`src/rtl/program_loader_pkg.sv`:
```
// Shared types and constants for the program loader boot writer.
package program_loader_pkg;

    localparam int BYTE_W     = 8;
    localparam int LEN_BYTES  = 2;
    localparam int DEF_ADDR_W = 11;
    localparam int DEF_DATA_W = 32;

    typedef enum logic [2:0] {
        ST_IDLE   = 3'd0,
        ST_LEN_LO = 3'd1,
        ST_LEN_HI = 3'd2,
        ST_DATA   = 3'd3,
        ST_CHK    = 3'd4,
        ST_RUN    = 3'd5,
        ST_ERR    = 3'd6
    } state_e;

    function automatic int unsigned bytesPerWord(input int unsigned dataW);
        return dataW / BYTE_W;
    endfunction

    // Largest legal word count: one full pass over the address space.
    function automatic int unsigned maxWords(input int unsigned addrW);
        return 32'd1 << addrW;
    endfunction

    localparam int BYTES_PER_WORD = bytesPerWord(DEF_DATA_W);

endpackage

```
`src/rtl/program_loader_if.sv`:
```
// Byte-stream input, memory write port and status lines of the program loader.
interface program_loader_if #(
    parameter int ADDR_W = 11,
    parameter int DATA_W = 32
);
    import program_loader_pkg::*;

    logic              start;
    logic              s_valid;
    logic [BYTE_W-1:0] s_data;
    logic              s_ready;
    logic [DATA_W-1:0] w_instruction;
    logic [ADDR_W-1:0] w_adr;
    logic              w_enable;
    logic              cpu_en;
    logic              busy;
    logic              error;

    modport master (
        output start,
        output s_valid,
        output s_data,
        input  s_ready,
        input  w_instruction,
        input  w_adr,
        input  w_enable,
        input  cpu_en,
        input  busy,
        input  error
    );

    modport slave (
        input  start,
        input  s_valid,
        input  s_data,
        output s_ready,
        output w_instruction,
        output w_adr,
        output w_enable,
        output cpu_en,
        output busy,
        output error
    );

endinterface

```
`src/rtl/program_loader_word_assembler.sv`:
```
// Little-endian byte-to-word shifter: the first byte of a word lands in the LSBs.
module program_loader_word_assembler
    import program_loader_pkg::*;
#(
    parameter int NBYTES = BYTES_PER_WORD
) (
    input  logic                     clk,
    input  logic                     resetn,
    input  logic                     i_clear,
    input  logic                     i_byte_en,
    input  logic [BYTE_W-1:0]        i_byte,
    output logic [NBYTES*BYTE_W-1:0] o_word,
    output logic                     o_word_done
);

    localparam int WORD_W = NBYTES * BYTE_W;
    localparam int IDX_W  = (NBYTES > 1) ? $clog2(NBYTES) : 1;

    logic [WORD_W-1:0] r_shift;
    logic [IDX_W-1:0]  r_idx;
    logic              w_last;

    // The completed word is presented combinationally so the write can issue on the next edge.
    assign w_last      = (r_idx == IDX_W'(NBYTES - 1));
    assign o_word      = {i_byte, r_shift[WORD_W-1:BYTE_W]};
    assign o_word_done = i_byte_en && w_last;

    always_ff @(posedge clk) begin
        if (resetn || i_clear) begin
            r_shift <= '0;
            r_idx   <= '0;
        end else if (i_byte_en) begin
            r_shift <= o_word;
            r_idx   <= w_last ? '0 : r_idx + IDX_W'(1);
        end
    end

endmodule

```
`src/rtl/program_loader.sv`:
```
// Boot-time loader: frames a byte stream into words, writes them to memory, then enables the CPU.
// Defining PROGRAM_LOADER_CHECKSUM_EN adds a trailing XOR checksum byte after the payload.
module program_loader
    import program_loader_pkg::*;
#(
    parameter int          ADDR_W    = DEF_ADDR_W,
    parameter int          DATA_W    = DEF_DATA_W,
    parameter int unsigned BASE_ADDR = 0
) (
    input logic             clk,
    input logic             resetn,
    program_loader_if.slave bus
);

    localparam int LEN_W = LEN_BYTES * BYTE_W;
    localparam int CNT_W = ADDR_W + 1;
    localparam int BPW   = bytesPerWord(DATA_W);

    localparam logic [2:0] IDLE   = ST_IDLE;
    localparam logic [2:0] LEN_LO = ST_LEN_LO;
    localparam logic [2:0] LEN_HI = ST_LEN_HI;
    localparam logic [2:0] DATA   = ST_DATA;
    localparam logic [2:0] RUN    = ST_RUN;
    localparam logic [2:0] ERR    = ST_ERR;
`ifdef PROGRAM_LOADER_CHECKSUM_EN
    localparam logic [2:0] CHK           = ST_CHK;
    localparam logic [2:0] AFTER_PAYLOAD = ST_CHK;
`else
    localparam logic [2:0] AFTER_PAYLOAD = ST_RUN;
`endif

    logic [2:0]        r_state;
    logic [BYTE_W-1:0] r_lenLo;
    logic [LEN_W-1:0]  r_len;
    logic [CNT_W-1:0]  r_wordCnt;
    logic              r_wen;
    logic [DATA_W-1:0] r_winstr;
    logic [ADDR_W-1:0] r_wadr;
    logic              r_cpuEn;

    logic [2:0]        w_nextState;
    logic              w_ready;
    logic              w_accept;
    logic              w_byteEn;
    logic              w_clear;
    logic [LEN_W-1:0]  w_fullLen;
    logic              w_lenBad;
    logic              w_lastWord;
    logic [DATA_W-1:0] w_word;
    logic              w_wordDone;

    // Byte acceptance covers LEN_LO, LEN_HI, DATA and CHK; a byte coinciding with start is dropped.
    assign w_ready    = !((r_state == IDLE) || (r_state == RUN) || (r_state == ERR));
    assign w_accept   = bus.s_valid && w_ready && !bus.start;
    assign w_byteEn   = w_accept && (r_state == DATA);
    assign w_fullLen  = {bus.s_data, r_lenLo};
    assign w_lenBad   = (w_fullLen == '0) || (32'(w_fullLen) > maxWords(ADDR_W));
    assign w_lastWord = ((32'(r_wordCnt) + 32'd1) == 32'(r_len));
    assign w_clear    = bus.start || ((w_nextState == ERR) && (r_state != ERR));

    program_loader_word_assembler #(
        .NBYTES (BPW)
    ) u_word_assembler (
        .clk         (clk),
        .resetn      (resetn),
        .i_clear     (w_clear),
        .i_byte_en   (w_byteEn),
        .i_byte      (bus.s_data),
        .o_word      (w_word),
        .o_word_done (w_wordDone)
    );

`ifdef PROGRAM_LOADER_CHECKSUM_EN
    logic [BYTE_W-1:0] r_xor;

    always_ff @(posedge clk) begin
        if (resetn || bus.start) begin
            r_xor <= '0;
        end else if (w_byteEn) begin
            r_xor <= r_xor ^ bus.s_data;
        end
    end
`endif

    always_comb begin
        w_nextState = r_state;
        case (r_state)
            LEN_LO: if (w_accept) w_nextState = LEN_HI;
            LEN_HI: if (w_accept) w_nextState = w_lenBad ? ERR : DATA;
            DATA:   if (w_wordDone && w_lastWord) w_nextState = AFTER_PAYLOAD;
`ifdef PROGRAM_LOADER_CHECKSUM_EN
            CHK:    if (w_accept) w_nextState = (bus.s_data == r_xor) ? RUN : ERR;
`endif
            default: ;
        endcase
        if (bus.start) begin
            w_nextState = LEN_LO;
        end
    end

    // cpu_en trails entry into RUN by one cycle so it never overlaps the final write strobe.
    always_ff @(posedge clk) begin
        if (resetn) begin
            r_state   <= IDLE;
            r_lenLo   <= '0;
            r_len     <= '0;
            r_wordCnt <= '0;
            r_wen     <= 1'b0;
            r_winstr  <= '0;
            r_wadr    <= ADDR_W'(BASE_ADDR);
            r_cpuEn   <= 1'b0;
        end else begin
            r_state <= w_nextState;
            r_wen   <= w_wordDone;
            r_cpuEn <= (r_state == RUN) && !bus.start;
            if (w_wordDone) begin
                r_winstr <= w_word;
                r_wadr   <= ADDR_W'(BASE_ADDR) + r_wordCnt[ADDR_W-1:0];
            end
            if (bus.start) begin
                r_lenLo   <= '0;
                r_len     <= '0;
                r_wordCnt <= '0;
            end else begin
                if (w_accept && (r_state == LEN_LO)) begin
                    r_lenLo <= bus.s_data;
                end
                if (w_accept && (r_state == LEN_HI)) begin
                    r_len     <= w_fullLen;
                    r_wordCnt <= '0;
                end
                if (w_wordDone) begin
                    r_wordCnt <= r_wordCnt + CNT_W'(1);
                end
            end
        end
    end

    assign bus.s_ready       = w_ready;
    assign bus.busy          = w_ready;
    assign bus.w_enable      = r_wen;
    assign bus.w_instruction = r_winstr;
    assign bus.w_adr         = r_wadr;
    assign bus.cpu_en        = r_cpuEn;
    assign bus.error         = (r_state == ERR);

endmodule
```
`src/flat_wrapper.sv`:
```
// flat-port wrapper written by rule: the top's interface ports become plain ports
module program_loader_flat import program_loader_pkg::*;
#(
    parameter int          ADDR_W    = DEF_ADDR_W,
    parameter int          DATA_W    = DEF_DATA_W,
    parameter int unsigned BASE_ADDR = 0
)
  (clk, resetn, bus_start, bus_s_valid, bus_s_data, bus_s_ready, bus_w_instruction, bus_w_adr, bus_w_enable, bus_cpu_en, bus_busy, bus_error);
  program_loader_if #(.ADDR_W(ADDR_W), .DATA_W(DATA_W)) bus_i ();
  input logic clk;
  input logic resetn;
  input wire logic [$bits(bus_i.start)-1:0] bus_start;
  input wire logic [$bits(bus_i.s_valid)-1:0] bus_s_valid;
  input wire logic [$bits(bus_i.s_data)-1:0] bus_s_data;
  output wire logic [$bits(bus_i.s_ready)-1:0] bus_s_ready;
  output wire logic [$bits(bus_i.w_instruction)-1:0] bus_w_instruction;
  output wire logic [$bits(bus_i.w_adr)-1:0] bus_w_adr;
  output wire logic [$bits(bus_i.w_enable)-1:0] bus_w_enable;
  output wire logic [$bits(bus_i.cpu_en)-1:0] bus_cpu_en;
  output wire logic [$bits(bus_i.busy)-1:0] bus_busy;
  output wire logic [$bits(bus_i.error)-1:0] bus_error;
  assign bus_i.start = bus_start;
  assign bus_i.s_valid = bus_s_valid;
  assign bus_i.s_data = bus_s_data;
  assign bus_s_ready = bus_i.s_ready;
  assign bus_w_instruction = bus_i.w_instruction;
  assign bus_w_adr = bus_i.w_adr;
  assign bus_w_enable = bus_i.w_enable;
  assign bus_cpu_en = bus_i.cpu_en;
  assign bus_busy = bus_i.busy;
  assign bus_error = bus_i.error;
  program_loader #(.ADDR_W(ADDR_W), .DATA_W(DATA_W), .BASE_ADDR(BASE_ADDR)) u_core (.clk(clk), .resetn(resetn), .bus(bus_i));
endmodule
```
`config.mk`:
```
export PLATFORM = sky130hd
export DESIGN_NAME = program_loader_flat
export DESIGN_NICKNAME = d
export VERILOG_FILES = /design/src/rtl/program_loader_pkg.sv /design/src/rtl/program_loader_if.sv /design/src/rtl/program_loader_word_assembler.sv /design/src/rtl/program_loader.sv /design/src/flat_wrapper.sv
export SDC_FILE = /design/constraint.sdc
export NUM_CORES = 1
export LEC_CHECK = 0
export CORE_UTILIZATION = 55
export DETAILED_ROUTE_END_ITERATION = 8
export GPL_ROUTABILITY_DRIVEN = 0
export PLACE_DENSITY = 0.8
export SKIP_LAST_GASP = 1
export SLEW_MARGIN = 20
export SYNTH_ARGS = -nofsm -noshare
export SYNTH_HDL_FRONTEND = slang
export SYNTH_SLANG_ARGS = --single-unit
```
`constraint.sdc`:
```
create_clock -name clk -period 2.1 [get_ports clk]
set_input_delay 0.63 -clock clk [delete_from_list [all_inputs] [get_ports clk]]
set_output_delay 0.63 -clock clk [all_outputs]
set_load 0.02 [all_outputs]
```
# Yosys cells after proc, flatten, opt, wreduce, memory -nomap -nowiden
# Cells that the tools add are included.
dict set report word_totals {
  reg_bits 118
  word_cells 52
  input_bits 12
  out_inout_bits 48
}
dict set report classes {
  order_cmp 1
  n_eq_ne 9
  n_reduce_logical 20
  addsub 3
  muxes 9
}
# op n
set op_table {}
lappend op_table {{$eq A32 B16 Y1} 1}
lappend op_table {{$mux W12} 2}
lappend op_table {{$gt A16 B12 Y1 const B} 1}
lappend op_table {{$logic_not A16 Y1} 1}
lappend op_table {{$mux W3} 5}
lappend op_table {{$add A12 B1 Y13 const B} 1}
lappend op_table {{$add A12 B1 Y12 const B} 1}
lappend op_table {{$eq A3 B3 Y1 const B} 3}
lappend op_table {{$logic_and A1 B1 Y1} 9}
lappend op_table {{$pmux W3 S3} 1}
lappend op_table {{$eq A3 B2 Y1 const B} 2}
lappend op_table {{$logic_or A1 B1 Y1} 5}
lappend op_table {{$eq A3 B1 Y1 const B} 1}
lappend op_table {{$logic_not A3 Y1} 1}
lappend op_table {{$ne A3 B3 Y1 const B} 1}
lappend op_table {{$add A2 B1 Y2 const B} 1}
lappend op_table {{$eq A2 B2 Y1 const B} 1}
lappend op_table {{$logic_not A1 Y1} 2}
lappend op_table {{$mux W2} 1}
lappend op_table {{$reduce_bool A2 Y1} 1}
lappend op_table {{$reduce_or A2 Y1} 1}

# Longest topological paths before layout
# Gate-level depths: netlist of run 1.
dict set report logic_depth {
  ltp_word 16
  mapped_depth 8
  depth_no_buf 6
}

# Cells and area by module
# Synthesis of run 1 repeated with hierarchy kept, for this count alone.
dict set report unflattened {
  cells_unflattened 504
  hier_area_um2 4667.0
}
# mod cells_per_inst n_inst area_per_inst_um2
set by_module_without_submodules {}
lappend by_module_without_submodules {program_loader 408 1 3656.0}
lappend by_module_without_submodules {program_loader_word_assembler 96 1 1011.0}

# Worst setup path before layout of run 1
# OpenSTA, ideal clock, no wires.
dict set report synth_path {
  kind {reg-to-output}
  start {register u_core.r_state[1]}
  end {output bus_s_ready}
  stages_incl_launch_ff 6
  arrival_ns 1.252
  slack_ns 0.218
  path_cell_list {dfxtp_1 -> buf_2 -> clkbuf_1 -> nand3b_1 -> o21a_1 -> buf_4}
}
dict set report synth_via {
  elab_chain_len 4
  word_cells_on_any_way 6
  cone_classes {eq/ne (2); reduce/logical (4)}
}
# item line
set synth_rtl {}
lappend synth_rtl {{from (decl)} program_loader.sv:32} ;# logic [2:0] r_state;
lappend synth_rtl {{from (signal assigned)} program_loader.sv:113} ;# r_state <= w_nextState;
lappend synth_rtl {{$eq A3 B3 Y1 or $logic_not A3 Y1 (tied branches)} program_loader.sv:53} ;# assign w_ready = !((r_state == IDLE) || (r_state == RUN) || (r_state == ERR));
lappend synth_rtl {{$logic_or A1 B1 Y1} program_loader.sv:53}
lappend synth_rtl {{$logic_or A1 B1 Y1 (*)} program_loader.sv:53}
lappend synth_rtl {{$logic_not A1 Y1 (*)} program_loader.sv:53}
lappend synth_rtl {{to (decl)} flat_wrapper.sv:15} ;# output wire logic [$bits(bus_i.s_ready)-1:0] bus_s_ready;
# Every way passes the cells marked *; elsewhere a longest branch is shown, timed or not.

# Worst setup path in the final report of run 1
dict set report layout_path {
  start {register u_core.r_wordCnt[0]}
  end {register u_core.r_state[2]}
}
dict set report layout_via {
  elab_chain_len 6
}
# item line
set layout_rtl {}
lappend layout_rtl {{from (decl)} program_loader.sv:35} ;# logic [CNT_W-1:0] r_wordCnt;
lappend layout_rtl {{from (signal assigned)} program_loader.sv:133} ;# r_wordCnt <= r_wordCnt + CNT_W'(1);
lappend layout_rtl {{$add A12 B1 Y13} program_loader.sv:58} ;# assign w_lastWord = ((32'(r_wordCnt) + 32'd1) == 32'(r_len));
lappend layout_rtl {{$eq A32 B16 Y1} program_loader.sv:58}
lappend layout_rtl {{$logic_and A1 B1 Y1} program_loader.sv:90} ;# DATA: if (w_wordDone && w_lastWord) w_nextState = AFTER_PAYLOAD;
lappend layout_rtl {{$mux W3} program_loader.sv:90}
lappend layout_rtl {{$pmux W3 S3} program_loader.sv:87} ;# case (r_state)
lappend layout_rtl {{$mux W3} program_loader.sv:96} ;# if (bus.start) begin
# Every way passes these cells.
# A chain may end at the register's enable or synchronous reset.

==> impl_metrics.csv, run 1 <==
group,metric,value,unit
outcome,outcome,"completed",
finish,antennaDiodeCount,0,
sta,hold_viol,0,
synthesis,synth_edf_count,0,
clock_network,cts-buffers-inserted,9,
sta,setup_viol,0,
route,dr.first_iter.drc_count,330,
floorplan,io_pins,60,
place,place_hpwl,8.02,mm
power_and_ir_drop,powerDensity,616,nW/um^2
finish,final_cell_mix,"nand2_1 (187), a21oi_1 (105), dfxtp_1 (105)",
grt,grt_max_degree,46,
grt,antenna_found_initial,0,
worst_setup_path,cp-start-kind,"register",
floorplan,rows,33,
route,vias,4325,
grt,grt.total_usage,27.3,%
worst_setup_path,r2r_setup_slack,0.005,ns
finish,nNetsFinal,677,
power_and_ir_drop,leakage,0.00195,uW
clock_network,cts_max_level,3,
route,viasPerCell,5.60,
finish,final_common_cell,"nand2_1",
power_and_ir_drop,irDropWorstVdd,0.415,mV
floorplan,die_y,93.7,um
synthesis,yosysWarnings,0,
grt,grt_pass1_wl,18.8,mm
synthesis,syn_area,4620,sq um
synthesis,synthCells,590,
sta,clock.fmax,0.477,GHz
synthesis,yosys_most_used_dff,"dfxtp_1",
route,drt-pass1-iter-count,4,
synthesis,synthArstFlopShare,0,%
clock_network,cts_tree,"built",
route,avgRoutedWirePerCell,14.5,um
grt,grt_pass1_vias,4011,
sta,final.min_clock_period,2.09,ns
worst_setup_path,crit_type,"reg2reg",
route,ant_nets,0,
floorplan,start_util,56.5,%
worst_setup_path,worstPathMaxFanout,6,
floorplan,core-area,8180,sq um
synthesis,synth_seq_area_share,47.6,%
floorplan,die_w,93.7,um
clock_network,clockBufferDepth,2,
clock_network,cts.sinks,110,
grt,grt_overflow,0,
synthesis,yosysUniqueCellTypes,60,
clock_network,ctsHoldBuffers,0,
worst_setup_path,cp.arrival,2.42,ns
synthesis,synth_nets,604,
route,route.detailed.drc,0,
hold_path,hold_class,"reg2reg",
finish,post-route-util,70.3,%
synthesis,synth_area_per_cell,7.83,sq um
sta,finalMaxSlewViolations,0,
sta,min_period_over_period,99.8,%
floorplan,dieArea,8770,sq um
worst_setup_path,required,2.42,ns
clock_network,insertion_delay,0.39,ns
sta,slew_headroom,66.1,%
worst_setup_path,endpoint_kind,"register",
place,io_buffers,59,
job,drv_cap,0,
sta,tightestPinTransition,0.508,ns
finish,area.growth.synth_to_final,24.4,%
sta,skew,0.0152,ns
power_and_ir_drop,finalPower,3540,uW
route,routed_wl,11.2,mm
synthesis,ys_ff_latch,110,
clock_network,clk_pin_slew,0.11,ns
clock_network,root_buffer,"clkbuf_8",
sta,rsz0062_at_grt,"yes",
finish,drive_above_1_share,13.8,%
## cells in the mapped netlist, types with 2 or more instances
library cell / instances / area [sq um]
nand2_1: 187 / 702
dfxtp_1: 110 / 2200
a21oi_1: 105 / 526
nor2_1: 26 / 97.6
clkbuf_1: 21 / 78.8
buf_2: 15 / 75.1
o21ai_0: 14 / 70.1
xnor2_1: 9 / 78.8
buf_4: 6 / 45.0
nand3b_1: 6 / 45.0
nor4_1: 6 / 37.5
xor2_1: 6 / 52.6
a211oi_1: 4 / 30.0
buf_1: 4 / 15.0
inv_1: 4 / 15.0
nor3_1: 4 / 20.0
and3_1: 3 / 18.8
nand3_1: 3 / 15.0
or2_2: 3 / 18.8
a2111oi_0: 2 / 17.5
a31oi_1: 2 / 12.5
and2_1: 2 / 12.5
and3b_1: 2 / 17.5
ha_1: 2 / 25.0
mux2i_1: 2 / 20.0
nand2b_1: 2 / 12.5
nand4_1: 2 / 12.5
nor2b_1: 2 / 12.5
nor3_2: 2 / 20.0
o21a_1: 2 / 15.0
o21ai_1: 2 / 10.0
or3_1: 2 / 12.5
## where the power goes
group | internal, uW | switching, uW | leakage [uW] | total (uW)
clock | 483 | 824 | 0.000104 | 1310
sequential | 2090 | 5.17 | 0.000888 | 2090
combinational | 59.6 | 81.4 | 0.000961 | 141
total | 2630 | 911 | 0.00195 | 3540
## critical path, stage by stage (launching register included)
cell       delay (ns)
dfxtp_1          0.36
ha_1             0.25
nand3_4          0.13
o311ai_0         0.41
o221ai_1         0.19
nor4_1           0.39
buf_4            0.19
o2bb2ai_1        0.11
## through the flow
step | std cells | setup TNS [ns] | hold WS, ns | setup slack (ns) | instance area (sq um)
3_5_place_dp | 757 | -13.47 | 0.446 | -0.406 | 5550
3_3_place_gp | 757 | -11.33 | 0.441 | -0.329 | 5550
5_1_grt | 773 | -0.0189 | 0.482 | -0.0189 | 5750
6_report | 773 | 0 | 0.461 | 0.00513 | 5750
2_1_floorplan | 590 | 0 | 0.432 | 0.218 | 4620
4_1_cts | 773 | 0 | 0.461 | 0.00455 | 5760
## repair_timing
| item | in CTS | in global routing |
|---|---|---|
| gates resized for setup | 7 | 6 |
| buffers inserted | 0 | 0 |
| setup endpoints to repair | 6 | 5 |
| pin swaps | 0 | 0 |
## worst paths after layout
check	start	endpoint	cells after the start
max	u_core.r_wordCnt[0]$_SDFFE_PP0P_	u_core.r_state[2]$_SDFF_PP0_	7
min	u_core.bus.w_adr[6]$_SDFFE_PP0P_	u_core.bus.w_adr[6]$_SDFFE_PP0P_	2
max reg2reg	u_core.r_wordCnt[0]$_SDFFE_PP0P_	u_core.r_state[2]$_SDFF_PP0_	7
min reg2reg	u_core.bus.w_adr[6]$_SDFFE_PP0P_	u_core.bus.w_adr[6]$_SDFFE_PP0P_	2
## layout make-up
class,instances,area [sq um]
multi-input cells,430,2210
repair buffers,108,985
clock buffers,9,124
flip-flops and latches,110,2210
fillers,680,2420
clock inverters,7,81.3
inverters,4,15.0
well taps,105,131
## state kept, by name, summed over array words and instances, names as in the netlist
| signal | flops |
|---|---|
| u_core.r_wordCnt | 12 |
| u_core.bus.w_enable | 1 |
| u_core.r_len | 16 |
| u_core.u_word_assembler.r_shift | 24 |
| u_core.r_state | 3 |
| u_core.bus.w_instruction | 32 |
| u_core.r_lenLo | 8 |
| u_core.bus.cpu_en | 1 |
| u_core.bus.w_adr | 11 |
| u_core.u_word_assembler.r_idx | 2 |
## cell families after synthesis
logic type,count (synthesis),synth area share (%)
flip-flops,110,47.6
AO/OA/AOI/OAI,144,17.3
buffers and inverters,50,4.95
AND/OR/NAND/NOR,267,26.3
multiplexers,2,0.433
adder cells (fa/ha/maj),2,0.541
XOR/XNOR,15,2.84
## layer usage
metal	part of all wire [%]	GRT usage [%]
met4	1.6	8.72
met1	44	36.0
met2	48	45.0
met3	6.2	5.34
met5	0	0
Power figures use the tool's default switching activity.
==> run 2, diff against run 1 <==
Settings changed: PLACE_DENSITY 0.8 to 0.79, SYNTH_HIERARCHICAL set to 1.
==> impl_metrics.csv, run 2 <==
group,metric,value,unit
floorplan,die_w,94.1,um
place,dp.cells,670,
worst_setup_path,critPathTopFamily,"simple AND/OR/NAND/NOR gates",
worst_setup_path,reg2reg_to,"u_core/r_state[1]$_SDFF_PP0_",
sta,slew_headroom,35.9,%
route,routed.top_layer,"met4",
power_and_ir_drop,internal_power,2730,uW
power_and_ir_drop,irDropWorstVdd,0.456,mV
synthesis,syn_area,4670,sq um
worst_setup_path,crit_type,"reg2reg",
worst_setup_path,cp-start-kind,"register",
route,avgRoutedWirePerCell,16.0,um
synthesis,synth_top_area_share,47.2,%
worst_setup_path,cp.arrival,2.50,ns
clock_network,root_buffer,"clkbuf_8",
grt,grt.total_usage,25.7,%
clock_network,clockBufferDepth,2,
sta,fin_ws,-0.139,ns
job,drv_cap,0,
clock_network,clk_pin_slew,0.11,ns
synthesis,synthCells,504,
worst_setup_path,cp-startpoint,"u_core/r_wordCnt[0]$_SDFFE_PP0P_",
grt,grt_pass1_wl,17.7,mm
finish,largest_reg_flops,32,
clock_network,cts.sinks,110,
synthesis,synth_seq_area_share,47.2,%
power_and_ir_drop,switching_power,844,uW
place,placed_cell_area,5560,sq um
place,place_hpwl,7.15,mm
hold_path,hp-start,"u_core/r_len[4]$_SDFFE_PP0P_",
worst_setup_path,required,2.36,ns
synthesis,synthTopCellsByCount,"dfxtp_1 (110), nor2_1 (90), mux2i_1 (77)",
sta,skew,0.00708,ns
clock_network,insertion_delay,0.37,ns
floorplan,rows,33,
route,ant_nets,0,
worst_setup_path,timing.rr.start,"u_core/r_wordCnt[0]$_SDFFE_PP0P_",
hold_path,hold_class,"reg2reg",
grt,grt_pass1_vias,3625,
power_and_ir_drop,sequentialPowerShare,58.5,%
synthesis,synth_nets,518,
worst_setup_path,endpoint_kind,"register",
synthesis,ys_ff_latch,110,
sta,clock.fmax,0.447,GHz
sta,final.min_clock_period,2.24,ns
route,route.detailed.drc,0,
finish,stdcell_area,5930,sq um
route,routed_wl,11.1,mm
route,viasPerCell,5.55,
power_and_ir_drop,clkPwrFrac,36.8,%
outcome,outcome,"finished, violations left",
place,io_buffers,59,
sta,hold_viol,0,
sta,tightestPinTransition,0.961,ns
power_and_ir_drop,combPwrFrac,4.7,%
route,dr_wl_met3,642,um
finish,final_cell_mix,"dfxtp_1 (106), nor2_1 (86), mux2i_1 (77)",
floorplan,core-area,8220,sq um
grt,grt_max_degree,69,
worst_setup_path,r2r_setup_slack,-0.14,ns
route,vias,3859,
synthesis,synth_edf_count,0,
synthesis,yosysWarnings,6,
floorplan,die_y,94.1,um
clock_network,cts_max_level,3,
floorplan,io_pins,60,
worst_setup_path,worstPathMaxFanout,4,
synthesis,synthArstFlopShare,0,%
route,dr.first_iter.drc_count,294,
finish,drive_above_1_share,18.6,%
worst_setup_path,crit_path_end,"u_core/r_state[1]$_SDFF_PP0_",
synthesis,yosysTopAreaCell,"dfxtp_1",
floorplan,dieArea,8860,sq um
synthesis,ys_top_cells_by_area,"dfxtp_1 (47%), mux2i_1 (17%), nor2_1 (7.2%)",
sta,setup_viol,7,
finish,nNetsFinal,599,
finish,area.growth.synth_to_final,27.1,%
hold_path,whs_path_depth,2,
finish,final_common_cell,"dfxtp_1",
outcome,violations,"negative setup slack",
place,dp_slack,-0.776,ns
route,wl_met2,5.43,mm
power_and_ir_drop,p_sw_share,23.6,%
worst_setup_path,critPathMaxStageDelay,0.55,ns
power_and_ir_drop,leakage,0.00207,uW
route,drt-pass1-iter-count,5,
synthesis,yosysUniqueCellTypes,50,
finish,antennaDiodeCount,0,
route,wl_met1,4.86,mm
grt,antenna_found_initial,0,
finish,finalNonFillerCells,695,
clock_network,cts_tree,"built",
sta,min_period_over_period,107,%
worst_setup_path,worstRegToRegCells,6,
worst_setup_path,crit_buf_inv,0,
synthesis,synth_area_per_cell,9.26,sq um
sta,rsz0062_at_grt,"yes",
power_and_ir_drop,powerDensity,603,nW/um^2
worst_setup_path,crit_chain,"ha_1 > nand4_1 > o41ai_2 > o211ai_1 > or4_4 > nor3b_2",
floorplan,start_util,56.8,%
synthesis,yosys_most_used_dff,"dfxtp_1",
synthesis,synth_most_common_cell,"dfxtp_1",
grt,grt_overflow,0,
clock_network,cts-buffers-inserted,9,
worst_setup_path,cp.depth,6,
worst_setup_path,slowest_stage,"or4_4",
sta,finalMaxSlewViolations,0,
[run 2: worst min-delay path, delay by kind of cell (launching register included)]
family,cells,cell delay (ns)
and+or+nand+nor,1,0.05
DFF,1,0.32
AOI/OAI and AO/OA,1,0.05
[run 2: layer usage]
metal | global-route usage (%) | vias to the layer above
met5 | 0 | -
met4 | 10.0 | 0
met3 | 4.53 | 17
met2 | 42.4 | 148
met1 | 33.2 | 1835
li1 | - | 1859
[run 2: how the worst min path moves through the flow]
stage                                         end
floorplan           u_core/r_len[14]$_SDFFE_PP0P_
global placement     u_core/r_len[4]$_SDFFE_PP0P_
detailed placement   u_core/r_len[4]$_SDFFE_PP0P_
CTS                  u_core/r_len[4]$_SDFFE_PP0P_
global route         u_core/r_len[2]$_SDFFE_PP0P_
finish               u_core/r_len[4]$_SDFFE_PP0P_
[run 2: area by class of cell]
| type | count | area, sq um |
|---|---|---|
| Tap cell | 105 | 131 |
| Inverter | 4 | 15.0 |
| Timing Repair Buffer | 115 | 1060 |
| Clock inverter | 7 | 78.8 |
| Multi-Input combinational cell | 345 | 2310 |
| Fill cell | 601 | 2280 |
| Clock buffer | 9 | 124 |
| Sequential cell | 110 | 2210 |
[run 2: cell families (layout without fill, tap and decap cells)]
group           after synthesis  in the layout  synth area share (%)
mux                          77             77                  16.5
compound gates               51             51                  6.84
xor+xnor                     24             24                  4.50
flops                       110            110                  47.2
buf+inv                      49            135                  5.63
simple gates                191            191                  18.8
fa+ha+maj                     2              2                 0.536
[run 2: power groups by stage]
stage / combinational, uW / sequential (uW) / clock [uW]
5_1_grt: 181 / 2090 / 1420
3_3_place_gp: 148 / 2140 / 0
3_5_place_dp: 150 / 2140 / 0
2_1_floorplan: 76.6 / 2140 / 0
6_report: 169 / 2090 / 1310
4_1_cts: 153 / 2090 / 1340
[run 2: repair_timing]
item                       4_1_cts  5_1_grt
gates resized for setup         24       22
hold buffers                     0        0
setup endpoints to repair       87       86
buffers inserted                 7        3
gates cloned                     0        1
pin swaps                        8       11
[run 2: through the flow]
stage	TNS (ns)	hold slack, ns	power [uW]	utilization (%)
final	-0.319	0.464	3580	72.2
after global routing	-4.36	0.493	3690	72.2
after CTS	-0.117	0.467	3580	71.0
after detailed placement	-52.84	0.452	2290	67.6
after global placement	-49.10	0.449	2290	67.6
after floorplan	-7.43	0.432	2220	-
==> run 3, diff against run 2 <==
Settings changed: CORE_MARGIN set to 8, CTS_CLUSTER_DIAMETER set to 200, RECOVER_POWER set to 25.
==> impl_metrics.csv, run 3 (synthesis results as in run 2) <==
group,metric,value,unit
clock_network,cts-buffers-inserted,9,
floorplan,io_pins,60,
power_and_ir_drop,switching_power,899,uW
hold_path,hp-start,"u_core/r_len[4]$_SDFFE_PP0P_",
floorplan,start_util,56.8,%
floorplan,core-area,8220,sq um
worst_setup_path,slowest_stage,"or4_4",
hold_path,holdPathEnd,"u_core/r_len[4]$_SDFFE_PP0P_",
finish,antennaDiodeCount,0,
worst_setup_path,required,2.38,ns
floorplan,die_y,108,um
job,drv_cap,0,
grt,use_met1,24.9,%
hold_path,hold_class,"reg2reg",
hold_path,whs_path_depth,2,
worst_setup_path,worstPathMaxFanout,7,
grt,grt.total_usage,19.5,%
clock_network,cts_max_level,3,
grt,met3_usage,3.75,%
clock_network,cts.sinks,110,
place,io_buffers,59,
worst_setup_path,r2r_setup_slack,-0.12,ns
clock_network,clockBufferDepth,2,
sta,finalMaxSlewViolations,0,
route,avgRoutedWirePerCell,16.5,um
grt,grt_pass1_wl,18.5,mm
power_and_ir_drop,combPwrFrac,4.5,%
worst_setup_path,crit_type,"reg2reg",
worst_setup_path,cp-start-kind,"register",
route,vias,3796,
route,viasPerCell,5.45,
sta,rsz0062_at_grt,"yes",
grt,grt_overflow,0,
worst_setup_path,cp.arrival,2.50,ns
place,place_hpwl,7.62,mm
finish,largest_reg_flops,32,
power_and_ir_drop,p_sw_share,24.6,%
grt,grt_pass1_vias,3756,
grt,grtUsageMet2,31.4,%
worst_setup_path,reg2reg_to,"u_core/r_state[1]$_SDFF_PP0_",
power_and_ir_drop,leakage,0.00208,uW
sta,fin_ws,-0.124,ns
floorplan,dieArea,11700,sq um
worst_setup_path,crit_chain,"nand4_1 > nor4_2 > buf_4 > xnor2_1 > o2111ai_1 > or4_4 > nor3b_2",
route,routed_wl,11.5,mm
outcome,outcome,"finished, violations left",
worst_setup_path,critPathMaxStageDelay,0.45,ns
power_and_ir_drop,sequentialPowerShare,57.3,%
clock_network,cts_tree,"built",
power_and_ir_drop,powerDensity,613,nW/um^2
finish,area.growth.synth_to_final,27.6,%
sta,min_period_over_period,106,%
sta,tightestPinTransition,0.937,ns
clock_network,root_buffer,"clkbuf_8",
sta,hold_viol,0,
sta,clock.fmax,0.450,GHz
sta,final.min_clock_period,2.22,ns
worst_setup_path,worstRegToRegCells,7,
worst_setup_path,endpoint_kind,"register",
route,drt-pass1-iter-count,4,
clock_network,insertion_delay,0.38,ns
floorplan,die_w,108,um
finish,regArea,2210,sq um
clock_network,clk_pin_slew,0.11,ns
finish,multiInputGateArea,2310,sq um
outcome,violations,"negative setup slack",
power_and_ir_drop,finalPower,3650,uW
grt,grt_max_degree,69,
route,dr.first_iter.drc_count,213,
route,ant_nets,0,
sta,setup_viol,19,
finish,fillers,598,
finish,drive_above_1_share,18.9,%
power_and_ir_drop,clkPwrFrac,38.2,%
sta,fin_tns_setup,-0.398,ns
worst_setup_path,timing.rr.start,"u_core/r_wordCnt[5]$_SDFFE_PP0P_",
power_and_ir_drop,internal_power,2750,uW
sta,skew,0.0116,ns
finish,nNetsFinal,601,
floorplan,rows,33,
sta,slew_headroom,37.5,%
worst_setup_path,critPathTopFamily,"simple AND/OR/NAND/NOR gates",
power_and_ir_drop,irDropWorstVdd,0.368,mV
route,route.detailed.drc,0,
finish,final_common_cell,"dfxtp_1",
clock_network,ctsHoldBuffers,0,
worst_setup_path,crit_buf_inv,1,
finish,final_cell_mix,"dfxtp_1 (105), nor2_1 (88), mux2i_1 (77)",
grt,antenna_found_initial,0,
grt,grt_most_used_layer,"met2",
run 3: worst max-delay path by stage:
stage / start / endpoint / cells past startpoint
CTS: u_core/r_state[0]$_SDFF_PP0_ / bus_busy / 4
finish: u_core/r_wordCnt[5]$_SDFFE_PP0P_ / u_core/r_state[1]$_SDFF_PP0_ / 7
floorplan: bus_s_valid / u_core/r_state[1]$_SDFF_PP0_ / 13
detailed placement: bus_s_valid / u_core/r_state[1]$_SDFF_PP0_ / 11
global route: u_core/r_wordCnt[2]$_SDFFE_PP0P_ / u_core/r_state[1]$_SDFF_PP0_ / 7
global placement: bus_s_valid / u_core/r_state[1]$_SDFF_PP0_ / 11
run 3: per-stage QoR:
| stage | utilization [%] | hold WS [ns] | setup slack, ns | instances | area (sq um) |
|---|---|---|---|---|---|
| after floorplan | - | 0.432 | -0.604 | 504 | 4700 |
| after global placement | 67.6 | 0.446 | -0.700 | 670 | 5560 |
| after detailed placement | 67.6 | 0.451 | -0.776 | 670 | 5560 |
| after CTS | 71.5 | 0.466 | -0.0948 | 694 | 5870 |
| after global routing | 72.5 | 0.494 | -0.211 | 697 | 5960 |
| final | 72.5 | 0.465 | -0.124 | 697 | 5960 |
run 3: final cells by class:
cell class / count / share of cell area, %
multi-input combinational: 345 / 38.8
sequential: 110 / 37.2
timing repair buffer: 117 / 17.8
tap: 105 / 2.21
clock buffer: 9 / 2.08
clock inverter: 7 / 1.68
inverter: 4 / 0.252
run 3: per-layer routing:
metal,up-vias,part of all wire [%]
met3,18,5.7
met5,-,0
met2,99,47
met1,1817,45
met4,0,2.0
li1,1862,-
run 3: tightest hold or removal path, delay by kind of cell, from the launching register on:
kind | cells | cell delay [ns]
DFF | 1 | 0.33
AOI/OAI and AO/OA | 1 | 0.05
and+or+nand+nor | 1 | 0.05
run 3: what timing repair did:
item                                    in CTS  in global routing
resized for setup                           25                 16
pin swaps                                   10                 12
cloned                                       0                  1
endpoints found under the hold margin        0                  0
setup buffers                                9                  3
endpoints found under the setup margin      88                 84
run 3: power by group through the flow:
stage	sequential, uW	combinational (uW)	clock (uW)
floorplan	2140	76.6	0
global placement	2140	149	0
detailed placement	2140	151	0
CTS	2090	152	1400
global route	2090	177	1490
finish	2090	166	1390
==> variant 1: new RTL, settings of run 2 <==
`DEF_DATA_W`: 32 -> 16.
--- a/src/rtl/program_loader_pkg.sv
+++ b/src/rtl/program_loader_pkg.sv
@@ -4,7 +4,7 @@
     localparam int BYTE_W     = 8;
     localparam int LEN_BYTES  = 2;
     localparam int DEF_ADDR_W = 11;
-    localparam int DEF_DATA_W = 32;
+    localparam int DEF_DATA_W = 16;
 
     typedef enum logic [2:0] {
         ST_IDLE   = 3'd0,
Ports: changed (resized bus_w_instruction); port bits go from 60 to 44. The function was not compared with the original's and may differ.
==> variant 1 against run 2 <==
  * The run still ends with negative setup slack left
  * Final cell count is 23% lower
  * Power is 18% lower
  * Highest routed layer unchanged
  * Combinational power is 9% lower
  * Die area is 25% lower
  * Register-to-register slack worse by 110 ps
  * Routed wire length is 26% lower
  * Synthesized cell count is 23% lower
  * Utilization is 2.9 points higher
  * Setup slack worse by 130 ps
  * Sequential cell count is 33 lower
  * Final area is 24% lower
  * Area after synthesis is 26% lower
==> variant 1: results (changes against run 2) <==
- Run status: finished, violations left (unchanged).
- Failing checks: negative setup slack (unchanged).
- The maximum fanout along the worst path is 2 (was 4).
- The final number of setup-violating endpoints came to 2 (was 7).
- The combined global-route utilization of all metal layers came to 26.7% (was 25.7%).
- The cell internal power dissipation was 2.33 mW (was 2.73 mW).
- The number of global-route vias before repair came to 2850 (was 3625).
- The total negative slack came to -475 ps (was -319 ps).
- The count of input and output buffers is 43 (was 59).
- The share of layout cells above drive strength 1 is 20.9% (was 18.6%).
- The post-synthesis net count came to 402 (was 518).
- The half-perimeter wire length after detailed placement is 5.41 mm (was 7.15 mm).
- The worst clock skew was 15.0 ps (was 7.08 ps).
- The peak supply drop came to 0.453 mV (was 0.456 mV).
- The clock transition at the registers of the reported paths is 90 ps (was 110 ps).
- The routed wire length per instance is 15.3 um (was 16.0 um).
- The worst path setup slack after routing is -265 ps (was -139 ps).
- The maximum single-stage delay on the critical path was 470 ps (was 550 ps).
- The global-route wire length before repair is 13.2 mm (was 17.7 mm).
- The data arrival time of the critical path is 2650 ps (was 2500 ps).
- The slowest stage cell on the critical path is or4b_4 (was or4_4).
- The length in cells of the worst reg-to-reg path was 10 (was 6).
- The pin count of the biggest net entering global routing came to 39 (was 69).
- The instance count of the mapped netlist is 389 (was 504).
- The number of placed instances, taps included is 513 (was 670).
-- variant 1: cells by family (layout without fill, tap and decap cells) --
group,Yosys count,in the layout,share of synthesized area (%)
AND/OR/NAND/NOR,153,154,21.0
AO/OA/AOI/OAI,53,53,9.70
XOR/XNOR,20,20,5.88
multiplexers,44,44,12.7
flip-flops,77,77,44.4
adder cells (fa/ha/maj),1,1,0.360
buffers and inverters,41,111,5.95
-- variant 1: layer usage --
layer  track usage, %  vias to the layer above  part of all wire (%)
met5                0                        -                     0
met4             13.8                        0                   2.6
met3             5.89                       14                   5.3
met2             44.7                      100                    48
met1             31.9                     1420                    44
li1                 -                     1451                     -
-- variant 1: path summary, 6_finish.rpt --
kind                      from           endpoint  slack (ps)
min           u_core/r_len[15]   u_core/r_len[15]         460
max                bus_s_valid  u_core/r_state[2]        -260
min reg2reg   u_core/r_len[15]   u_core/r_len[15]         460
max reg2reg  u_core/r_state[2]  u_core/r_state[2]        -250
-- variant 1: worst min-delay path: stages (launching register included) --
cell     delay [ps]
dfxtp_1         320
nand2_1          50
a21oi_1          50
-- variant 1: timing repair --
action | CTS | global route
cloned | 1 | 0
gates resized for setup | 33 | 13
pin swaps | 11 | 8
buffers inserted | 3 | 2
hold buffers | 0 | 0
endpoints found under the setup margin | 54 | 23
-- variant 1: layout make-up --
type                       instances  area, um2
timing repair buffer              89        787
inverter                           6       22.5
multi-input combinational        272       1820
clock buffer                      10        128
sequential                        77       1540
fill                             433       1490
clock inverter                     6        109
tap                               75       93.8
-- variant 1: power groups by stage --
stage	Clock, mW	Sequential [mW]	Combinational [mW]
floorplan	0	1.50	0.0694
CTS	1.35	1.47	0.149
finish	1.33	1.47	0.154
global route	1.41	1.47	0.164
detailed placement	0	1.50	0.142
global placement	0	1.50	0.140
==> variant 2: new RTL, settings of run 2 <==
Without the edit above. Put a register stage on the output `bus.error`, without a reset. The value now appears one clock later.
--- a/src/rtl/program_loader.sv
+++ b/src/rtl/program_loader.sv
@@ -142,6 +142,8 @@
     assign bus.w_instruction = r_winstr;
     assign bus.w_adr         = r_wadr;
     assign bus.cpu_en        = r_cpuEn;
-    assign bus.error         = (r_state == ERR);
+    always_ff @(posedge clk) begin
+        bus.error <= (r_state == ERR);
+    end
 
 endmodule
Behaviour: not the same (Yosys sat finds a counterexample within 4 cycles, from zero or initial values and one cycle with resetn high).
==> variant 2 against run 2 <==
  * The flow still finishes with violations (negative setup slack)
  * Non-clock buffer count fell by 7
  * Setup slack improved by 93 ps
  * Sequential cell count rose by 1
  * Routed wire length fell by 1.9%
  * Power rose by 3.4%
  * Combinational power fell by 4%
  * Area after synthesis rose by 0.43%
  * Final area rose by 0.59%
  * Critical path type unchanged
  * Critical endpoint unchanged
==> variant 2: results (changes against run 2) <==
- Run status: finished, violations left (unchanged).
- Failing checks: negative setup slack (unchanged).
- The pin count of the biggest net entering global routing was 69 (unchanged).
- The number of flip-flops in the largest register is 32 (unchanged).
- Dominant cells by area after synthesis: dfxtp_1, mux2i_1, nor2_1, nand2_1, a21oi_1 (unchanged).
- The count of input and output buffers was 59 (unchanged).
- On the worst path, the slowest cell contributes a delay of 540 ps.
- The total negative slack is -46.2 ps (was -319 ps).
- The clock buffer count from CTS is 9 (unchanged).
- The worst min-delay path category is register to register (unchanged).
- The total DRC errors in the routed layout was 0 (unchanged).
- The static leakage is 2.09 nW (was 2.07 nW).
- The via count normalized by instance count is 5.48 (was 5.55).
- The share of layout cells above drive strength 1 is 18.9% (was 18.6%).
- The worst path setup slack after routing is -46.2 ps (was -139 ps).
- The peak supply drop is 0.512 mV (was 0.456 mV).
- The clock transition at the registers of the reported paths is 100 ps.
- The wire length after detailed routing came to 10.9 mm (was 11.1 mm).
- The routed wire length per instance is 15.8 um (was 16.0 um).
- The synthesis warning total is 6 (unchanged).
- The latest clock arrival within the worst-skew pair is 370 ps (about the same).
- The maximum fanout along the worst path is 6 (was 4).
- The global-route wire length before repair is 16.8 mm (was 17.7 mm).
- The number of placed instances, taps included was 668 (was 670).
- The deepest level of the CTS H-tree is 3 (unchanged).
- The worst clock skew is 10.8 ps (was 7.08 ps).
- The number of nets in the final layout was 593 (was 599).
- The share of synthesized area occupied by flip-flops and latches is 47.4% (was 47.2%).
- The half-perimeter wire length after detailed placement came to 7.28 mm (was 7.15 mm).
- The number of antenna violations at the first check in global routing is 0 (unchanged).
- The clock root buffer is clkbuf_8 (unchanged).
- The max-slew headroom at the worst pin came to 36.9% (was 35.9%).
- The data arrival time of the critical path was 2400 ps (was 2500 ps).
- The number of buffers between clock root and the deepest sink came to 2 (unchanged).
- The largest delay contributor family on the critical path is simple AND/OR/NAND/NOR gates (unchanged).
- The slowest stage cell on the critical path is or4_4 (unchanged).
- The starting DRC count in detailed routing is 158 (was 294).
- The count of hold buffers inserted by post-cts repair came to 0 (unchanged).
- The post-synthesis net count is 519 (was 518).
- The number of global-route vias before repair is 3365 (was 3625).
- The post-detailed-placement cell area is 5540 um2 (was 5560 um2).
- The mean area per synthesized cell is 9.28 um2 (was 9.26 um2).
- The final number of setup-violating endpoints is 1 (was 7).
- The count of inserted antenna diode cells is 0 (unchanged).
- The number of search-and-repair iterations in the first detailed-routing pass is 5 (unchanged).
- The combined global-route utilization of all metal layers is 24.4% (was 25.7%).
- The async set or reset register ratio after synthesis came to 0% (unchanged).
- Top cells by count, synth: dfxtp_1, nor2_1, mux2i_1 (unchanged).
- The number of distinct library cells after synthesis was 50 (unchanged).
[variant 2: cell types whose count changed after synthesis]
cell            run 2  this run
dfxtp_1           110       111
[variant 2: what timing repair did]
item,4_1_cts,5_1_grt
pin swaps,8,11
gates resized for setup,24,29
cloned,0,1
buffers inserted,1,3
setup endpoints to repair,86,81
[variant 2: path summary, 6_finish.rpt]
kind | startpoint | endpoint | slack, ps | depth (start not counted)
worst max-delay path | u_core/r_wordCnt[4] | u_core/r_state[1] | -50 | 6
worst min-delay path | u_core/r_len[4] | u_core/r_len[4] | 470 | 2
worst max register to register | u_core/r_wordCnt[4] | u_core/r_state[1] | -50 | 6
worst min register to register | u_core/r_len[4] | u_core/r_len[4] | 470 | 2
[variant 2: metal layers]
metal	up-vias	wire (um)	track usage [%]
li1	1840	-	-
met1	1766	4870	32.9
met2	137	5100	38.6
met3	24	651	4.85
met4	0	277	8.72
met5	-	0	0
[variant 2: area by class of cell]
class / count / area [um2]
clock buffers: 10 / 138
clock inverters: 5 / 88.8
well taps: 105 / 131
multi-input cells: 345 / 2370
inverters: 4 / 15.0
repair buffers: 108 / 992
fillers: 595 / 2250
flip-flops and latches: 111 / 2230
[variant 2: logic make-up after synthesis]
| kind of cell | synth area share, % |
|---|---|
| AND/OR/NAND/NOR | 18.7 |
| multiplexers | 16.4 |
| flip-flops | 47.4 |
| adder cells (fa/ha/maj) | 0.534 |
| buffers and inverters | 5.61 |
| XOR/XNOR | 4.48 |
| AO/OA/AOI/OAI | 6.81 |
[variant 2: worst register-to-register path, delay by kind of cell, from the launching register on]
kind | cells | cell delay, ps
xor gates and xnor gates | 1 | 200
DFF | 1 | 400
and+or+nand+nor | 4 | 1120
AOI/OAI and AO/OA | 1 | 320
[variant 2: through the flow]
| stage | worst slack (ps) | power, mW |
|---|---|---|
| after CTS | -59.9 | 3.71 |
| after global placement | -687 | 2.31 |
| final | -46.2 | 3.70 |
| after global routing | -130 | 3.82 |
| after detailed placement | -741 | 2.31 |
| after floorplan | -604 | 2.24 |
[variant 2: report_power, final]
part	total, mW	internal, mW	switching (mW)
combinational	0.163	0.0746	0.0887
sequential	2.11	2.11	0.00508
clock	1.42	0.713	0.711
